$ cat config.mk
export PLATFORM = sky130hd
export DESIGN_NAME = dmem_arbiter
export DESIGN_NICKNAME = d
export VERILOG_FILES = /design/src/rtl/dmem_arbiter.sv
export SDC_FILE = /design/constraint.sdc
export NUM_CORES = 1
export LEC_CHECK = 0
export ABC_AREA = 0
export BUFFER_PORTS_ARGS = -buffer_cell sky130_fd_sc_hd__clkbuf_2
export CAP_MARGIN = 20
export CORE_AREA = 2 2 163 165
export DETAILED_ROUTE_END_ITERATION = 10
export DIE_AREA = 0 0 165 167
export SETUP_SLACK_MARGIN = 0.15
export SLEW_MARGIN = 15
export SYNTH_ARGS = -nofsm -noshare
export SYNTH_HDL_FRONTEND = slang
export SYNTH_SLANG_ARGS = --single-unit
$ cat constraint.sdc
create_clock -name Clock -period 5.3 [get_ports Clock]
set_input_delay 0.795 -clock Clock [delete_from_list [all_inputs] [get_ports Clock]]
set_output_delay 0.795 -clock Clock [all_outputs]
set_load 0.02 [all_outputs]
$ cat src/rtl/dmem_arbiter.sv
// Round-robin arbiter sharing one single-ported data memory between
// two masters, with a burst lock capped by a beat counter.
module dmem_arbiter #(
  parameter int ADDR_W    = 8,
  parameter int DATA_W    = 64,
  parameter int MAX_BURST = 4
) (
  input  logic              Clock,
  input  logic              Reset,
  input  logic              req0,
  input  logic              req1,
  input  logic              lock0,
  input  logic              lock1,
  input  logic              wr0,
  input  logic              wr1,
  input  logic [ADDR_W-1:0] addr0,
  input  logic [ADDR_W-1:0] addr1,
  input  logic [DATA_W-1:0] wdata0,
  input  logic [DATA_W-1:0] wdata1,
  output logic              gnt0,
  output logic              gnt1,
  output logic              rvalid0,
  output logic              rvalid1,
  output logic [DATA_W-1:0] rdata0,
  output logic [DATA_W-1:0] rdata1,
  output logic              DmemEn,
  output logic              DmemWrEn,
  output logic [ADDR_W-1:0] Mem_Addr,
  output logic [DATA_W-1:0] Data_Out,
  input  logic [DATA_W-1:0] Data_In
);

  localparam int BW = $clog2(MAX_BURST + 1);

  logic          prio;
  logic          owner_v;
  logic          owner;
  logic [BW-1:0] bcnt;
  logic          rv0;
  logic          rv1;

  logic [1:0] req;
  logic       at_cap;
  logic       gv;
  logic       w;
  logic       w_wr;
  logic       w_lock;

  assign req    = {req1, req0};
  assign at_cap = (bcnt == BW'(MAX_BURST));

  always_comb begin
    gv = 1'b0;
    w  = prio;
    if (Reset) begin
      gv = 1'b0;
    end else if (owner_v && req[owner] &&
                 (!at_cap || !req[~owner])) begin
      gv = 1'b1;
      w  = owner;
    end else if (owner_v && at_cap && req[~owner]) begin
      gv = 1'b1;
      w  = ~owner;
    end else if (req0 && req1) begin
      gv = 1'b1;
      w  = prio;
    end else if (req0 || req1) begin
      gv = 1'b1;
      w  = req1;
    end
  end

  assign w_wr   = w ? wr1 : wr0;
  assign w_lock = w ? lock1 : lock0;

  assign gnt0     = gv & ~w;
  assign gnt1     = gv & w;
  assign DmemEn   = gv;
  assign DmemWrEn = gv & w_wr;
  assign Mem_Addr = gv ? (w ? addr1 : addr0) : '0;
  assign Data_Out = gv ? (w ? wdata1 : wdata0) : '0;

  assign rvalid0 = rv0;
  assign rvalid1 = rv1;
  assign rdata0  = Data_In;
  assign rdata1  = Data_In;

  always_ff @(posedge Clock) begin
    if (Reset) begin
      prio    <= 1'b0;
      owner_v <= 1'b0;
      owner   <= 1'b0;
      bcnt    <= '0;
      rv0     <= 1'b0;
      rv1     <= 1'b0;
    end else if (gv) begin
      prio <= ~w;
      if (w_lock) begin
        owner_v <= 1'b1;
        owner   <= w;
        if (owner_v && owner == w) begin
          if (!at_cap) bcnt <= bcnt + BW'(1);
        end else begin
          bcnt <= BW'(1);
        end
      end else begin
        owner_v <= 1'b0;
        bcnt    <= '0;
      end
      rv0 <= ~w & ~w_wr;
      rv1 <= w & ~w_wr;
    end else begin
      owner_v <= 1'b0;
      bcnt    <= '0;
      rv0     <= 1'b0;
      rv1     <= 1'b0;
    end
  end

endmodule

# After elaboration in Yosys (flattened, before gate mapping)
# Cells that the tools add are included.
# totals
register_bits	8
word_cells	61
inputBits	216
# op_classes
n_addsub	1
eq_ne	3
bitwise	11
n_reduce_logical	14
n_mux	23
magnitude_cmp	2
# op_table
operator	n
64-bit 2-to-1 mux	2
1-bit 2-to-1 mux	19
8-bit 2-to-1 mux	2
1-bit logical AND	6
1-bit inverter	6
1-bit bitwise AND	5
1-bit by 2-bit < comparator with 1-bit output, second input constant	2
4-bit OR reduction	1
3-bit by 1-bit adder with 3-bit output, second input constant	1
3-bit == test, second input constant	1
3-bit OR reduction	1
1-bit logical NOT	2
1-bit logical OR	2
2-bit != test, second input constant	1
2-bit AND reduction	1
2-bit OR reduction	1
1-bit == test	1

# Logic depth before layout (Yosys ltp)
# logic_depth
word_depth	12
mapped_depth	10

# Worst setup path before layout
# Ideal clock, no wire load.
# synth_timing
path_kind	in2out
startpoint	input req1
endpoint	output Data_Out[48]
arrival_time_ps	2516
stages	8
required_time_ps	4505
n_path_buf	3
path_slack_ps	1989
path_cell_list	mux2_4 > a311oi_1 > a211oi_1 > a21oi_1 > buf_6 > buf_6 > buf_6 > mux2i_1
# synth_via
elab_chain_cells	9
elab_cells_between_ends	23
classes_between	16 x mux; 7 x reduce/logical
# synth_rtl
item	line_no	text
from (decl)	11	input logic req1,
1-bit 2-to-1 mux (not written as such) (2 in series)	58, 61	
1-bit logical NOT	58	(!at_cap || !req[~owner])) begin
1-bit logical OR	58	
1-bit logical AND	57	end else if (owner_v && req[owner] &&
1-bit 2-to-1 mux	57	
1-bit 2-to-1 mux	55	if (Reset) begin
64-bit 2-to-1 mux	81	assign Data_Out = gv ? (w ? wdata1 : wdata0) : '0;
64-bit 2-to-1 mux *	81	
to (decl)	29	output logic [DATA_W-1:0] Data_Out,
# Every way passes the cells marked *; elsewhere a longest branch is shown, timed or not. The select of a mux whose other input is x is not followed.

# Worst setup path after layout
# layout_timing
startpoint	register owner
endpoint	output Data_Out[24]
# layout_via
elab_chain_cells	9
elab_cells_between_ends	18
classes_between	12 x mux; 1 x bitwise; 5 x reduce/logical
# layout_rtl
item	line_no	text
from (decl)	37	logic owner;
from (signal assigned)	100	owner <= w;
1-bit 2-to-1 mux (not written as such) (2 in series)	58, 61	
1-bit logical NOT	58	
1-bit logical OR	58	
1-bit logical AND	57	
1-bit 2-to-1 mux	57	
1-bit 2-to-1 mux	55	
64-bit 2-to-1 mux	81	
64-bit 2-to-1 mux *	81	
# Marks and branches as above.

==> flow_metrics.env <==
export IMPL_drt_met1_wl_mm=3.81
export IMPL_die_x_um=165
export IMPL_postCtsSetupBuffers=0
export IMPL_ant_nets=0
export IMPL_routed_wirelength_mm=10.7
export IMPL_swShare_pct=45.7
export IMPL_irDropWorstVdd_mv=0.0929
export IMPL_post_cts_resized=0
export IMPL_netlist_area_sq_um=2970
export IMPL_core_area_sq_um=25800
export IMPL_first_pass_iters=4
export IMPL_leakage_nw=2.04
export IMPL_grt_pass1_wl_mm=14.9
export IMPL_place_port_buffers=229
export IMPL_synth_nets=662
export IMPL_power_frac_comb_pct=68.3
export IMPL_grt_overflow_total=0
export IMPL_cts_sinks=8
export IMPL_crit_fanout=78
export IMPL_root_buffer="clkbuf_16"
export IMPL_ioPinCount=422
export IMPL_area_growth_pct=19.5
export IMPL_p_int_uw=343
export IMPL_nFillCells=3009
export IMPL_clockBufferDepth=2
export IMPL_cp_slowest_stage_delay_ps=640
export IMPL_tightest_slew_ps=604
export IMPL_via_count=2995
export IMPL_min_path_cells=2
export IMPL_hpwlAfterDp_mm=9.06
export IMPL_clk_latency_ps=230
export IMPL_initial_core_util_pct=11.5
export IMPL_worstPathRequired_ps=4510
export IMPL_worst_path_buf_inv=2
export IMPL_syn_area_per_cell_sq_um=6.68
export IMPL_grt_max_degree=94
export IMPL_cts_buffers=3
export IMPL_drive_gt1_share_pct=45.7
export IMPL_worst_path_stages=7
export IMPL_yosys_warnings=0
export IMPL_crit_slowest_cell="dfxtp_1"
export IMPL_rsz0062_at_grt="false"
export IMPL_htreeDepth=1
export IMPL_crit_arrival_ps=3010
export IMPL_clk_pin_slew_worst_paths_ps=40
export IMPL_ys_ff_latch=8
export IMPL_maxSlewHeadroom_pct=59.7
export IMPL_endpoint_kind="output port"
export IMPL_row_count=59
export IMPL_grt_pass1_vias=2740
export IMPL_drtIter0Drc=98
export IMPL_num_antenna_cells=0
export IMPL_r2r_cells=6
export IMPL_path_delay_family="multiplexers"
export IMPL_grt_usage_pct=6.91
export IMPL_ys_types=40
export IMPL_switchingPower_uw=289
export IMPL_route_met2_wl_mm=5.21
export IMPL_synth_cells=444
export IMPL_routed_top_layer="met4"
export IMPL_hold_viol=0
export IMPL_post_route_min_period_ps=3800
export IMPL_slew_violations=0
export IMPL_yosysSeqAreaShare_pct=5.40
export IMPL_criticalPathCategory="reg -> out"
export IMPL_wl_met3_mm=1.14
export IMPL_seqPwrFrac_pct=11.6
export IMPL_period_share_pct=71.7
export IMPL_min_path_type="reg -> reg"
export IMPL_finish_utilization_pct=13.8
export IMPL_cp_start_kind="register"
export IMPL_wl_per_cell_um=12.5
export IMPL_drt_vias_per_instance=3.49
export IMPL_finalSetupViolations=0
export IMPL_finalWeightedCongestion=0.700
export IMPL_die_height_um=167
export IMPL_outcome="complete, no violations"
export IMPL_path_cells="mux2_4, a311oi_1, a211oi_1, a21oi_4, buf_12, mux2i_1, clkbuf_2"
export IMPL_clkPwrFrac_pct=20.1
export IMPL_drc=0
export IMPL_fin_skew_ps=2.03
export IMPL_die_area_sq_um=27600
export IMPL_cts_hold_buf=0
export IMPL_antenna_found_initial=0
export IMPL_cts_tree="done"
export IMPL_fin_setup_tns_ps=0
export IMPL_p_per_area_nw_per_um2=178
export IMPL_max_freq_mhz=263
export IMPL_final_nets=743
export IMPL_drv_cap=0
cells by family after synthesis:
| family | synth area share, % |
|---|---|
| muxes | 25.8 |
| buffers and inverters | 38.5 |
| DFF | 5.40 |
| xor gates and xnor gates | 0.295 |
| adders and majority gates | 1.18 |
| and+or+nand+nor | 23.9 |
| AOI/OAI and AO/OA | 4.89 |
flip-flops by register name (all words and copies together), names as in the netlist:
signal   flops
bcnt         3
owner        1
owner_v      1
prio         1
rvalid0      1
rvalid1      1
through the flow:
stage          cells  instance area [sq um]  power [mW]  hold WS [ps]  worst slack (ps)
2_1_floorplan    444                   2970       0.511           502              1990
3_3_place_gp     855                   3470       0.503           536              1530
3_5_place_dp     855                   3470       0.511           542              1500
4_1_cts          858                   3550       0.639           547              1500
5_1_grt          858                   3550       0.676           556              1350
6_report         858                   3550       0.631           543              1500
power groups by stage:
stage	Sequential, mW	Clock [mW]	Combinational [mW]
after global placement	0.0739	0	0.429
final	0.0734	0.127	0.431
after detailed placement	0.0743	0	0.436
after floorplan	0.0730	0	0.438
after global routing	0.0745	0.132	0.470
after CTS	0.0734	0.128	0.437
layout make-up:
type | instances | area [sq um] | share of cell area, %
clock buffer | 3 | 75.1 | 2.12
inverter | 7 | 28.8 | 0.812
sequential | 8 | 160 | 4.52
tap | 335 | 419 | 11.8
timing repair buffer | 231 | 1190 | 33.5
multi-input combinational | 274 | 1680 | 47.3
path summary, 6_finish.rpt:
path             endpoint    start  slack, ps
max          Data_Out[24]    owner       1500
min               bcnt[1]  bcnt[1]        540
max reg2reg       rvalid0    owner       2840
min reg2reg       bcnt[1]  bcnt[1]        540
Yosys cell counts, drive strengths merged:
cell / count / area share, %
and3: 2 / 0.42
o211ai: 2 / 0.51
a311o: 1 / 0.34
o41ai: 1 / 0.30
or2: 1 / 0.21
or4b: 1 / 0.34
a32o: 2 / 0.67
a21o: 1 / 0.25
and2: 1 / 0.21
nor3: 4 / 0.67
maj3: 1 / 0.34
a311oi: 1 / 0.30
o21bai: 1 / 0.25
o2111ai: 1 / 0.30
nand2: 150 / 19
nand2b: 2 / 0.42
nor2b: 2 / 0.42
nor3b: 1 / 0.25
a21oi: 1 / 0.17
xnor2: 1 / 0.30
o221ai: 1 / 0.30
o21ba: 1 / 0.34
nor4b: 1 / 0.30
mux2: 1 / 0.51
a32oi: 2 / 0.59
clkbuf: 17 / 2.2
nand3: 2 / 0.34
nor2: 7 / 0.89
o21ai: 2 / 0.34
mux2i: 75 / 25
inv: 7 / 0.89
ha: 2 / 0.84
nand3b: 2 / 0.51
buf: 138 / 35
dfxtp: 8 / 5.4
a211oi: 1 / 0.25
worst reg2reg max path, cell delays in order, from the launching register on:
cell	delay, ps
dfxtp_1	640
mux2_4	370
a311oi_1	400
a211oi_1	130
a21oi_4	160
buf_12	430
nor3b_1	240
layout by cell type (no fill, tap or decap), types with 2 or more instances in the layout:
cell type / count
and3_1: 2
inv_1: 6
dfxtp_1: 8
nor2b_1: 2
nor2_1: 7
mux2i_1: 75
nand2b_1: 2
buf_12: 2
nand3b_1: 2
clkbuf_16: 3
ha_1: 2
clkbuf_2: 229
a32o_1: 2
a32oi_1: 2
o21ai_0: 2
nand3_1: 2
nor3_1: 4
o211ai_1: 2
nand2_1: 150
metal layers:
layer,vias up,track usage (%)
met4,0,3.71
met5,-,0
met2,193,12.4
li1,1469,-
met1,1264,7.09
met3,69,2.14
Power figures use the tool's default switching activity.
